`config.mk`:
```
export PLATFORM = sky130hd
export DESIGN_NAME = block_ofs_receiver
export DESIGN_NICKNAME = d
export VERILOG_FILES = /design/src/rtl/TauCfg.sv /design/src/rtl/block_ofs_receiver.sv
export SDC_FILE = /design/constraint.sdc
export NUM_CORES = 1
export LEC_CHECK = 0
export CAP_MARGIN = 20
export CORE_MARGIN = 5
export CORE_UTILIZATION = 50
export CTS_CLUSTER_SIZE = 20
export DETAILED_ROUTE_END_ITERATION = 7
export GPL_TIMING_DRIVEN = 0
export PLACE_DENSITY = 0.81
export SKIP_LAST_GASP = 1
export SYNTH_ARGS = -nofsm -noshare
export SYNTH_HDL_FRONTEND = slang
export SYNTH_SLANG_ARGS = --single-unit
```
`constraint.sdc`:
```
create_clock -name i_clk -period 15.5 [get_ports i_clk]
set_clock_uncertainty 0.05 [all_clocks]
set_input_delay 3.1 -clock i_clk [delete_from_list [all_inputs] [get_ports i_clk]]
set_output_delay 3.1 -clock i_clk [all_outputs]
set_load 0.02 [all_outputs]
```
`src/rtl/TauCfg.sv`:
```
// ============================================================================
// Package     : TauCfg
// Description : Shared sizing defaults for the tau block pipeline.
// Revision    : 1.0 - initial release
// ============================================================================
`default_nettype none

package TauCfg;
  localparam int WORK_BW           = 16;
  localparam int VDIM              = 4;
  localparam int MAX_PENDING_BLOCK = 4;
endpackage

`default_nettype wire

```
`src/rtl/block_ofs_receiver.sv`:
```
// ============================================================================
// Module      : block_ofs_receiver
// Description : Queues block offsets from the looper, hands them to the core
//               in order and reports one done pulse per finished block.
// Revision    : 1.0 - initial release
// ============================================================================
`default_nettype none

module block_ofs_receiver #(
  parameter int WBW       = TauCfg::WORK_BW,
  parameter int VDIM      = TauCfg::VDIM,
  parameter int N_PENDING = TauCfg::MAX_PENDING_BLOCK
) (
  input  logic                               i_clk,
  input  logic                               i_rst,
  input  logic                               bofs_rdy,
  output logic                               bofs_ack,
  input  logic [VDIM-1:0][WBW-1:0]           i_bofs,
  output logic                               dst_rdy,
  input  logic                               dst_ack,
  output logic [VDIM-1:0][WBW-1:0]           o_bofs,
  input  logic                               i_core_done,
  output logic                               o_blkdone_dval,
  output logic [$clog2(N_PENDING+1)-1:0]     o_n_inflight,
  output logic                               o_idle,
  output logic                               o_err
);

  localparam int CW = $clog2(N_PENDING + 1);
  localparam int PW = $clog2(N_PENDING);

  localparam logic [CW-1:0] c_n_pending = CW'(N_PENDING);
  localparam logic [CW-1:0] c_one       = CW'(1);
  localparam logic [PW-1:0] c_last_ptr  = PW'(N_PENDING - 1);

  typedef enum logic [1:0] {
    S_IDLE   = 2'd0,
    S_ACTIVE = 2'd1,
    S_DRAIN  = 2'd2
  } state_t;

  state_t                    r_state;
  logic [VDIM-1:0][WBW-1:0]  r_mem [N_PENDING];
  logic [VDIM-1:0][WBW-1:0]  r_head;
  logic [PW-1:0]             r_wr_ptr;
  logic [PW-1:0]             r_rd_ptr;
  logic [CW-1:0]             r_queued;
  logic [CW-1:0]             r_dispatched;
  logic                      r_blkdone;
  logic                      r_err;

  logic                      w_enq;
  logic                      w_deq;
  logic                      w_done_ok;
  logic [CW-1:0]             w_inflight;
  logic [CW-1:0]             w_queued_next;
  logic [CW-1:0]             w_disp_next;
  logic [PW-1:0]             w_rd_next;
  logic [VDIM-1:0][WBW-1:0]  w_head_next;

  function automatic logic [PW-1:0] f_inc(input logic [PW-1:0] p);
    return (p == c_last_ptr) ? '0 : p + 1'b1;
  endfunction

  // Full check looks only at the current counts, so a same-cycle dispatch never frees a slot.
  assign w_inflight = r_queued + r_dispatched;
  assign w_enq      = bofs_rdy && !i_rst && (r_queued < c_n_pending) && (w_inflight < c_n_pending);
  assign w_deq      = dst_ack && dst_rdy;
  assign w_done_ok  = i_core_done && (r_dispatched != '0);

  assign w_queued_next = r_queued + (w_enq ? c_one : '0) - (w_deq ? c_one : '0);
  assign w_disp_next   = r_dispatched + (w_deq ? c_one : '0) - (w_done_ok ? c_one : '0);
  assign w_rd_next     = w_deq ? f_inc(r_rd_ptr) : r_rd_ptr;

  // A write landing on the next head slot only happens when it becomes the sole queued entry.
  assign w_head_next = (w_enq && (r_wr_ptr == w_rd_next)) ? i_bofs : r_mem[w_rd_next];

  always_ff @(posedge i_clk or posedge i_rst) begin
    if (i_rst) begin
      r_state      <= S_IDLE;
      r_wr_ptr     <= '0;
      r_rd_ptr     <= '0;
      r_queued     <= '0;
      r_dispatched <= '0;
      r_head       <= '0;
      r_blkdone    <= 1'b0;
      r_err        <= 1'b0;
      for (int i = 0; i < N_PENDING; i++) begin
        r_mem[i] <= '0;
      end
    end else begin
      if (w_enq) begin
        r_mem[r_wr_ptr] <= i_bofs;
        r_wr_ptr        <= f_inc(r_wr_ptr);
      end
      r_rd_ptr     <= w_rd_next;
      r_queued     <= w_queued_next;
      r_dispatched <= w_disp_next;
      r_head       <= w_head_next;
      r_blkdone    <= w_done_ok;
      if (i_core_done && (r_dispatched == '0)) begin
        r_err <= 1'b1;
      end
      if (w_queued_next != '0) begin
        r_state <= S_ACTIVE;
      end else if (w_disp_next != '0) begin
        r_state <= S_DRAIN;
      end else begin
        r_state <= S_IDLE;
      end
    end
  end

  assign bofs_ack       = w_enq;
  assign dst_rdy        = (r_state == S_ACTIVE);
  assign o_bofs         = r_head;
  assign o_blkdone_dval = r_blkdone;
  assign o_n_inflight   = w_inflight;
  assign o_idle         = (w_inflight == '0);
  assign o_err          = r_err;

endmodule

`default_nettype wire

```
-- After elaboration in Yosys (flattened, before gate mapping)
Cells that the tools add are included.
- add/sub/neg operators: 7
- bitwise gates (word level): 2
- eq/ne operators: 4
- reduce and logical (&&, ||, !) cells: 14
- muxes and demuxes: 15
- order comparisons: 5
- operators by type and width (cell ; number):
    bitwise mux 256 bit ; 1
    two-way mux 64 bit ; 4
    binary-select mux 64 bit (select 2 bit) ; 1
    demux 64 bit (select 2 bit) ; 1
    two-way mux 2 bit ; 5
    nonzero test 3 bit ; 3
    logical AND 1 bit ; 8
    adder 3 x 1 -> 3 bit ; 2
    greater-or-equal comparator 3 bit (second input constant) ; 2
    logical NOT 3 bit ; 2
    < comparator 3 bit (second input constant) ; 2
    inverter 2 -> 3 bit ; 2
    adder 2 x 1 -> 2 bit (second input constant) ; 2
    equality test 2 bit (second input constant) ; 2
    adder 3 bit ; 1
    < comparator 3 x 1 -> 1 bit (second input constant) ; 1
    two-way mux 1 bit ; 3
    subtractor 3 x 1 -> 3 bit ; 1
    subtractor 3 bit ; 1
    equality test 2 x 1 -> 1 bit (second input constant) ; 1
    equality test 2 bit ; 1
    logical NOT 1 bit ; 1
- word-level logic and storage cells: 74
- flip-flop bits (word level): 334
- output and inout port bits: 72
- input bits: 69

-- Logic depth before layout (Yosys ltp)
Gate-level depths: netlist (run 1).
- depth after elaboration: 9
- depth in mapped cells: 12
- gate-level depth less buffers: 12

-- Worst setup path before layout (run 1)
Ideal clock, no wire load.
- path type: input -> output
- from: input i_rst
- to: output bofs_ack
- setup slack: 8.830 ns
- arrival time: 3.520 ns
- path buffers: 1
- required time: 12.350 ns
- stages on the path: 3
- path through: nor2_1 and3_1 buf_2
- word-level cells in the longest chain between the ends: 4
- RTL lines (item ; RTL line ; source):
    start: declaration ; block_ofs_receiver.sv:15 ; input logic i_rst,
    logical NOT 1 bit (no source line) ; n/a ;
    logical AND 1 bit (3 in a row) ; block_ofs_receiver.sv:67 ; assign w_enq = bofs_rdy && !i_rst && (r_queued < c_n_pending) && (w_inflight < c_n_pending);
    end: declaration ; block_ofs_receiver.sv:17 ; output logic bofs_ack,
No other way between the ends.

-- Final worst setup path (run 1)
Ends and elaborated chain as after synthesis.

==> summary.txt, run 1 <==
Int Power - 0.00254 W
top post-synthesis cells by area - dfrtp_1 (58%), mux2_1 (14%), mux2_2 (11%)
Vias - 9628
most common cell after layout, fill and taps aside - dfrtp_1
most frequent cells in the layout - dfrtp_1 (334), nand2_1 (198), mux2_1 (183), clkdlybuf4s50_1 (140), mux2_2 (137)
Post-Layout Cell Count - 1695
top cell type's share of synthesized area - 58.0%
final net count - 1367
measured slew at the worst slew-check pin - 0.695 ns
Mapped Area - 14400 um2
final setup fails - 0
PwrDens - 228 nW/um2
switching share of power - 36.6%
io pins - 141
Critical Path End Type - output pin
flops & latches, synth - 334
Yosys warning count - 0
average cell area after synthesis - 13.0 um2
Slew Limit Fails - 0
Worst path max stage delay - 0.64 ns
critical-path cell list - clkdlybuf4s50_1 > nor2_1 > and3_1 > buf_2 > clkdlybuf4s50_1
die area - 32300 um2
Flop pwr share - 37.0%
Root Buffer - clkbuf_16
Net Sw Power - 0.00146 W
clk slew on worst S/H paths - 0.06 ns
number of global-route vias before repair - 10170
Clock Tree Buf Depth - 3
CP delay by family, top - buffers and inverters
die width - 180 um
Worst Path Required - 12.35 ns
Synth cell types - 27
CP bufs+invs - 3
LEAKAGE - 7.87 nW
DR WL/cell - 20.1 um
grt ovf - 0
final hold vios - 0
post-CTS setup buffer count - 0
max_cap viols - 0
initial antenna violation count - 3
first-pass detailed-route iteration total - 5
cts bufs inserted - 35
Clk pwr share - 21.0%
Total GRT Usage - 20.9%
RD Place Congestion - 0.791
register area share after synthesis - 58.0%
fmax - 0.127 GHz
CP Class - primary input to output pin
post-DP HPWL - 22400 um
Post-CTS Hold Fix Bufs - 0
unrepaired setup endpoints after global routing - no
post_cts resized - 0
Post-Syn Nets - 1188
Gate Count Post-Synth - 1106
Inst Count DP - 1632
worst hold path class - flip-flop to flip-flop
status - complete, no violations
Routed Antenna Nets - 0
Post-Route Utilization - 61.3%
minimum clock period - 7.88 ns
FP Rows - 62
Worst path most repeated cell - clkdlybuf4s50_1
H-Tree Depth - 2
peak supply drop - 0.115 mV
Total Wirelength - 34200 um
CTS tree - built
CORE AREA - 28500 um2
CP Max Fanout - 11
Slew headroom - 53.7%
post-synth top area cell - dfrtp_1
Area Overhead vs Synth - 21.5%
CP Launch Type - primary input
Crit-path slowest cell - clkdlybuf4s50_1
DRC violations left - 0
Clock Latency Late Sink - 0.51 ns
chip height - 180 um
layout cells sized above 1 - 18.6%
starting density of the core - 50.5%
first-pass GRT wire length - 55500 um
largest net degree at the start of global routing - 134
DR vias/cell - 5.68
Arr. time, crit path - 4.73 ns
Port-buffer cells - 140
combinational share of power - 42.0%
Clock Sinks - 334
Tcrit/Tclk final - 50.8%
Iter 0 DRT Violations - 622
[routing by layer]
metal | GRT usage (%) | vias to the layer above | routed length, um
li1 | - | 4288 | -
met1 | 28.5 | 4990 | 14700
met2 | 33.9 | 282 | 16700
met3 | 4.16 | 64 | 1810
met4 | 7.22 | 4 | 972
met5 | 0 | - | 23
[worst paths after layout]
check / start / endpoint / slack, ns / depth (start not counted)
min reg2reg: r_mem[62]$_DFFE_PP0P_ / r_mem[62]$_DFFE_PP0P_ / 0.44 / 1
max in group asynchronous: i_rst / o_bofs[63]$_DFF_PP0_ / 10.76 / 4
min: r_mem[62]$_DFFE_PP0P_ / r_mem[62]$_DFFE_PP0P_ / 0.44 / 1
max reg2reg: r_dispatched[0]$_DFF_PP0_ / r_state[1]$_DFF_PP0_ / 12.42 / 12
min in group asynchronous: i_rst / r_mem[40]$_DFFE_PP0P_ / 3.09 / 2
max: i_rst / bofs_ack / 7.62 / 5
[kinds of logic (layout without fill, tap and decap cells)]
kind of cell	Yosys count	count (layout)	synth area share [%]
simple gates	211	211	5.68
other cells	0	1	0
mux	322	322	25.3
buf+inv	87	291	3.02
xor+xnor	8	8	0.486
flops	334	334	58.0
compound gates	131	131	6.23
fa+ha+maj	13	13	1.28
[state kept, by name, indices dropped and copies added, names as in the netlist]
| register | cells |
|---|---|
| o_blkdone_dval | 1 |
| r_mem | 256 |
| r_wr_ptr | 2 |
| r_rd_ptr | 2 |
| r_queued | 3 |
| o_bofs | 64 |
| r_dispatched | 3 |
| r_state | 2 |
| o_err | 1 |
[stage by stage]
stage / setup slack, ns / setup TNS (ns) / hold slack, ns / instance area (um2) / total power (W)
2_1_floorplan: 3.10 / 0 / 0.414 / 14400 / 0.00254
3_3_place_gp: -0.654 / -210.03 / 0.391 / 16300 / 0.00310
3_5_place_dp: 7.60 / 0 / 0.431 / 16400 / 0.00316
4_1_cts: 7.60 / 0 / 0.444 / 17500 / 0.00402
5_1_grt: 7.52 / 0 / 0.451 / 17500 / 0.00424
6_report: 7.62 / 0 / 0.440 / 17500 / 0.00400
[area by class of cell]
class,count,area (um2)
tap,384,480
sequential,334,8360
multi-input combinational,685,5620
clock inverter,6,95.1
timing repair buffer,142,1460
inverter,13,58.8
antenna,1,2.50
buffer,74,384
clock buffer,56,1060
fill,2203,11000
[Yosys cell counts]
cell type  instances
nor2b_1            1
clkbuf_1          25
inv_4              1
a32oi_1           64
nor3_1             3
nor2_1             4
nand2_1          198
mux2_2           137
or3_1              1
ha_1              10
a21o_1             1
inv_1             11
mux2_1           183
and3_1             2
buf_2             40
o21ai_0            2
inv_2              1
buf_1              1
nand2_2            1
fa_1               3
a21oi_1           64
xnor2_1            8
mux2i_4            2
dfrtp_1          334
nor2b_4            1
buf_6              7
buf_4              1
[power by group through the flow]
stage / clock network, W / registers, W / logic, W
floorplan: 0 / 0.00154 / 0.000999
global placement: 0 / 0.00147 / 0.00163
detailed placement: 0 / 0.00149 / 0.00168
CTS: 0.000852 / 0.00148 / 0.00169
global route: 0.000886 / 0.00152 / 0.00184
finish: 0.000839 / 0.00148 / 0.00168
Note: power is estimated with default switching activity, not from simulation.
==> run 2: changes to the inputs <==
--- a/config.mk
+++ b/config.mk
@@ -11,7 +11,7 @@
 export CTS_CLUSTER_SIZE = 20
 export DETAILED_ROUTE_END_ITERATION = 7
 export GPL_TIMING_DRIVEN = 0
-export PLACE_DENSITY = 0.81
+export PLACE_DENSITY = 0.84
 export SKIP_LAST_GASP = 1
 export SYNTH_ARGS = -nofsm -noshare
 export SYNTH_HDL_FRONTEND = slang
==> constraint.sdc (replaced) <==
create_clock -name i_clk -period 7.2 [get_ports i_clk]
set_clock_uncertainty 0.05 [all_clocks]
set_input_delay 1.44 -clock i_clk [delete_from_list [all_inputs] [get_ports i_clk]]
set_output_delay 1.44 -clock i_clk [all_outputs]
set_load 0.02 [all_outputs]
==> summary.txt, run 2 (synthesis gave the netlist of run 1 again) <==
LEAKAGE - 7.94 nW (+0.95%)
cts bufs inserted - 36 (+2.9%)
length in cells of the worst reg-to-reg path - 12 (unchanged)
Total Wirelength - 35800 um (+4.7%)
Slew headroom - 52.8% (-0.89 points)
Final WS setup - 2.70 ns (-4.92 ns)
sequential cell area - 8360 um2 (unchanged)
reg2reg end - r_state[1]$_DFF_PP0_
worst hold slack - 0.409 ns (-0.0312 ns)
Area Overhead vs Synth - 22.6%
post_cts resized - 0 (unchanged)
DR WL/cell - 21.0 um (+4.0%)
Root Buffer - clkbuf_16
GR Util met3 - 4.91% (+0.75 points)
die width - 180 um (unchanged)
Layout fillers - 2122 (-3.7%)
max reg flops - 256 (unchanged)
Worst Hold End - o_err$_DFFE_PP0P_
final setup fails - 0 (unchanged)
reg2reg setup slack - 4.07 ns (-8.35 ns)
Clock Tree Buf Depth - 3 (unchanged)
peak supply drop - 0.252 mV (+120%)
most frequent cells in the layout - dfrtp_1 (334), nand2_1 (198), mux2_1 (183), clkdlybuf4s50_1 (140), mux2_2 (137)
most used routing layer - met2
Post-CTS Hold Fix Bufs - 0 (unchanged)
Routed Antenna Nets - 0 (unchanged)
minimum clock period - 4.50 ns
HP Start - o_err$_DFFE_PP0P_
PwrDens - 492 nW/um2 (+120%)
dpl ws - 2.69 ns (-4.92 ns)
H-Tree Depth - 2 (unchanged)
Port-buffer cells - 140 (unchanged)
io pins - 141 (unchanged)
grt ovf - 0 (unchanged)
CTS tree - built
RD Place Congestion - 0.789 (-0.33%)
Iter 0 DRT Violations - 687 (+10%)
post-DP HPWL - 23400 um (+4.7%)
met2 track utilization from global routing - 35.9% (+2.0 points)
CORE AREA - 28500 um2 (unchanged)
post-CTS setup buffer count - 0 (unchanged)
layout cells sized above 1 - 19.4% (+0.78 points)
measured slew at the worst slew-check pin - 0.706 ns (+0.0116 ns)
starting density of the core - 50.5% (unchanged)
DRC violations left - 0 (unchanged)
Total GRT Usage - 22.0% (+1.1 points)
first-pass detailed-route iteration total - 5 (unchanged)
most common cell after layout, fill and taps aside - dfrtp_1
DR vias/cell - 5.71 (+0.53%)
Slew Limit Fails - 0 (unchanged)
final hold vios - 0 (unchanged)
number of global-route vias before repair - 10527 (+3.5%)
initial antenna violation count - 6 (+3)
status - complete, no violations
worst r2r src - r_dispatched[0]$_DFF_PP0_
Worst Path Required - 5.71 ns (-6.64 ns)
Clock Sinks - 334 (unchanged)
max_cap viols - 0 (unchanged)
Arr. time, crit path - 3.01 ns (-1.72 ns)
Critical Path End Type - output pin
clk slew on worst S/H paths - 0.05 ns (about the same)
GR Util met1 - 28.9% (+0.44 points)
fmax - 0.222 GHz
unrepaired setup endpoints after global routing - no
Vias - 9742 (+1.2%)
worst hold path class - flip-flop to flip-flop
chip height - 180 um (unchanged)
Clock Latency Late Sink - 0.52 ns (about the same)
FP Rows - 62 (unchanged)
CP Launch Type - primary input
setup TNS - 0 ns (unchanged)
multi-input combinational cell area - 5620 um2 (unchanged)
largest net degree at the start of global routing - 45 (-66%)
hold depth - 1 (unchanged)
CP Max Fanout - 11 (unchanged)
die area - 32300 um2 (unchanged)
Tcrit/Tclk final - 62.5%
final net count - 1376 (+0.66%)
CP Class - primary input to output pin
largest reg by FF count - r_mem
first-pass GRT wire length - 57600 um (+3.9%)
==> run 2: cell count changes in the layout (fill, tap and decap cells not counted), sizes merged <==
cell / change
buf: +8
clkbuf: -5
clkinv: +5
clkinvlp: +1
diode: +2
==> run 2: worst max path at each step <==
stage          startpoint                       end  slack, ns  cells past startpoint
4_1_cts             i_rst                  bofs_ack       2.68                      5
6_report            i_rst                  bofs_ack       2.70                      5
3_5_place_dp        i_rst                  bofs_ack       2.69                      5
5_1_grt             i_rst                  bofs_ack       2.63                      5
3_3_place_gp        i_rst      o_bofs[33]$_DFF_PP0_      -0.82                      2
2_1_floorplan       i_rst  o_blkdone_dval$_DFF_PP0_       1.25                      1
==> run 2: power by group <==
| group | internal, W | switching (W) | leakage, nW |
|---|---|---|---|
| Sequential | 0.00276 | 0.000435 | 4.21 |
| Combinational | 0.00163 | 0.00205 | 3.16 |
| Clock | 0.00107 | 0.000740 | 0.571 |
==> run 2: routing by layer <==
metal | share of wire (%) | wire length (um)
met5 | 0.095 | 34
met1 | 41 | 14800
met4 | 3.0 | 1070
met3 | 6.6 | 2350
met2 | 49 | 17500
==> run 2: layout make-up <==
class	count	share of cell area (%)
well taps	384	2.72
flip-flops and latches	334	47.3
diodes	3	0.0425
inverters	13	0.312
clock inverters	12	0.687
clock buffers	51	5.82
plain buffers	74	2.17
multi-input cells	685	31.8
repair buffers	150	9.11
==> run 2: metrics by stage <==
stage          total power, W  instance area (um2)  util, %  cells
6_report              0.00869                17700     61.9   1706
5_1_grt               0.00918                17700     61.9   1706
2_1_floorplan         0.00547                14400        -   1106
3_3_place_gp          0.00667                16300     57.1   1630
4_1_cts               0.00870                17700     61.9   1703
3_5_place_dp          0.00683                16500     57.8   1640
==> run 2: critical path, stage by stage <==
cell             delay (ns)
clkdlybuf4s50_1        0.46
nor2_1                 0.10
and3_1                 0.15
buf_2                  0.22
clkdlybuf4s50_1        0.64
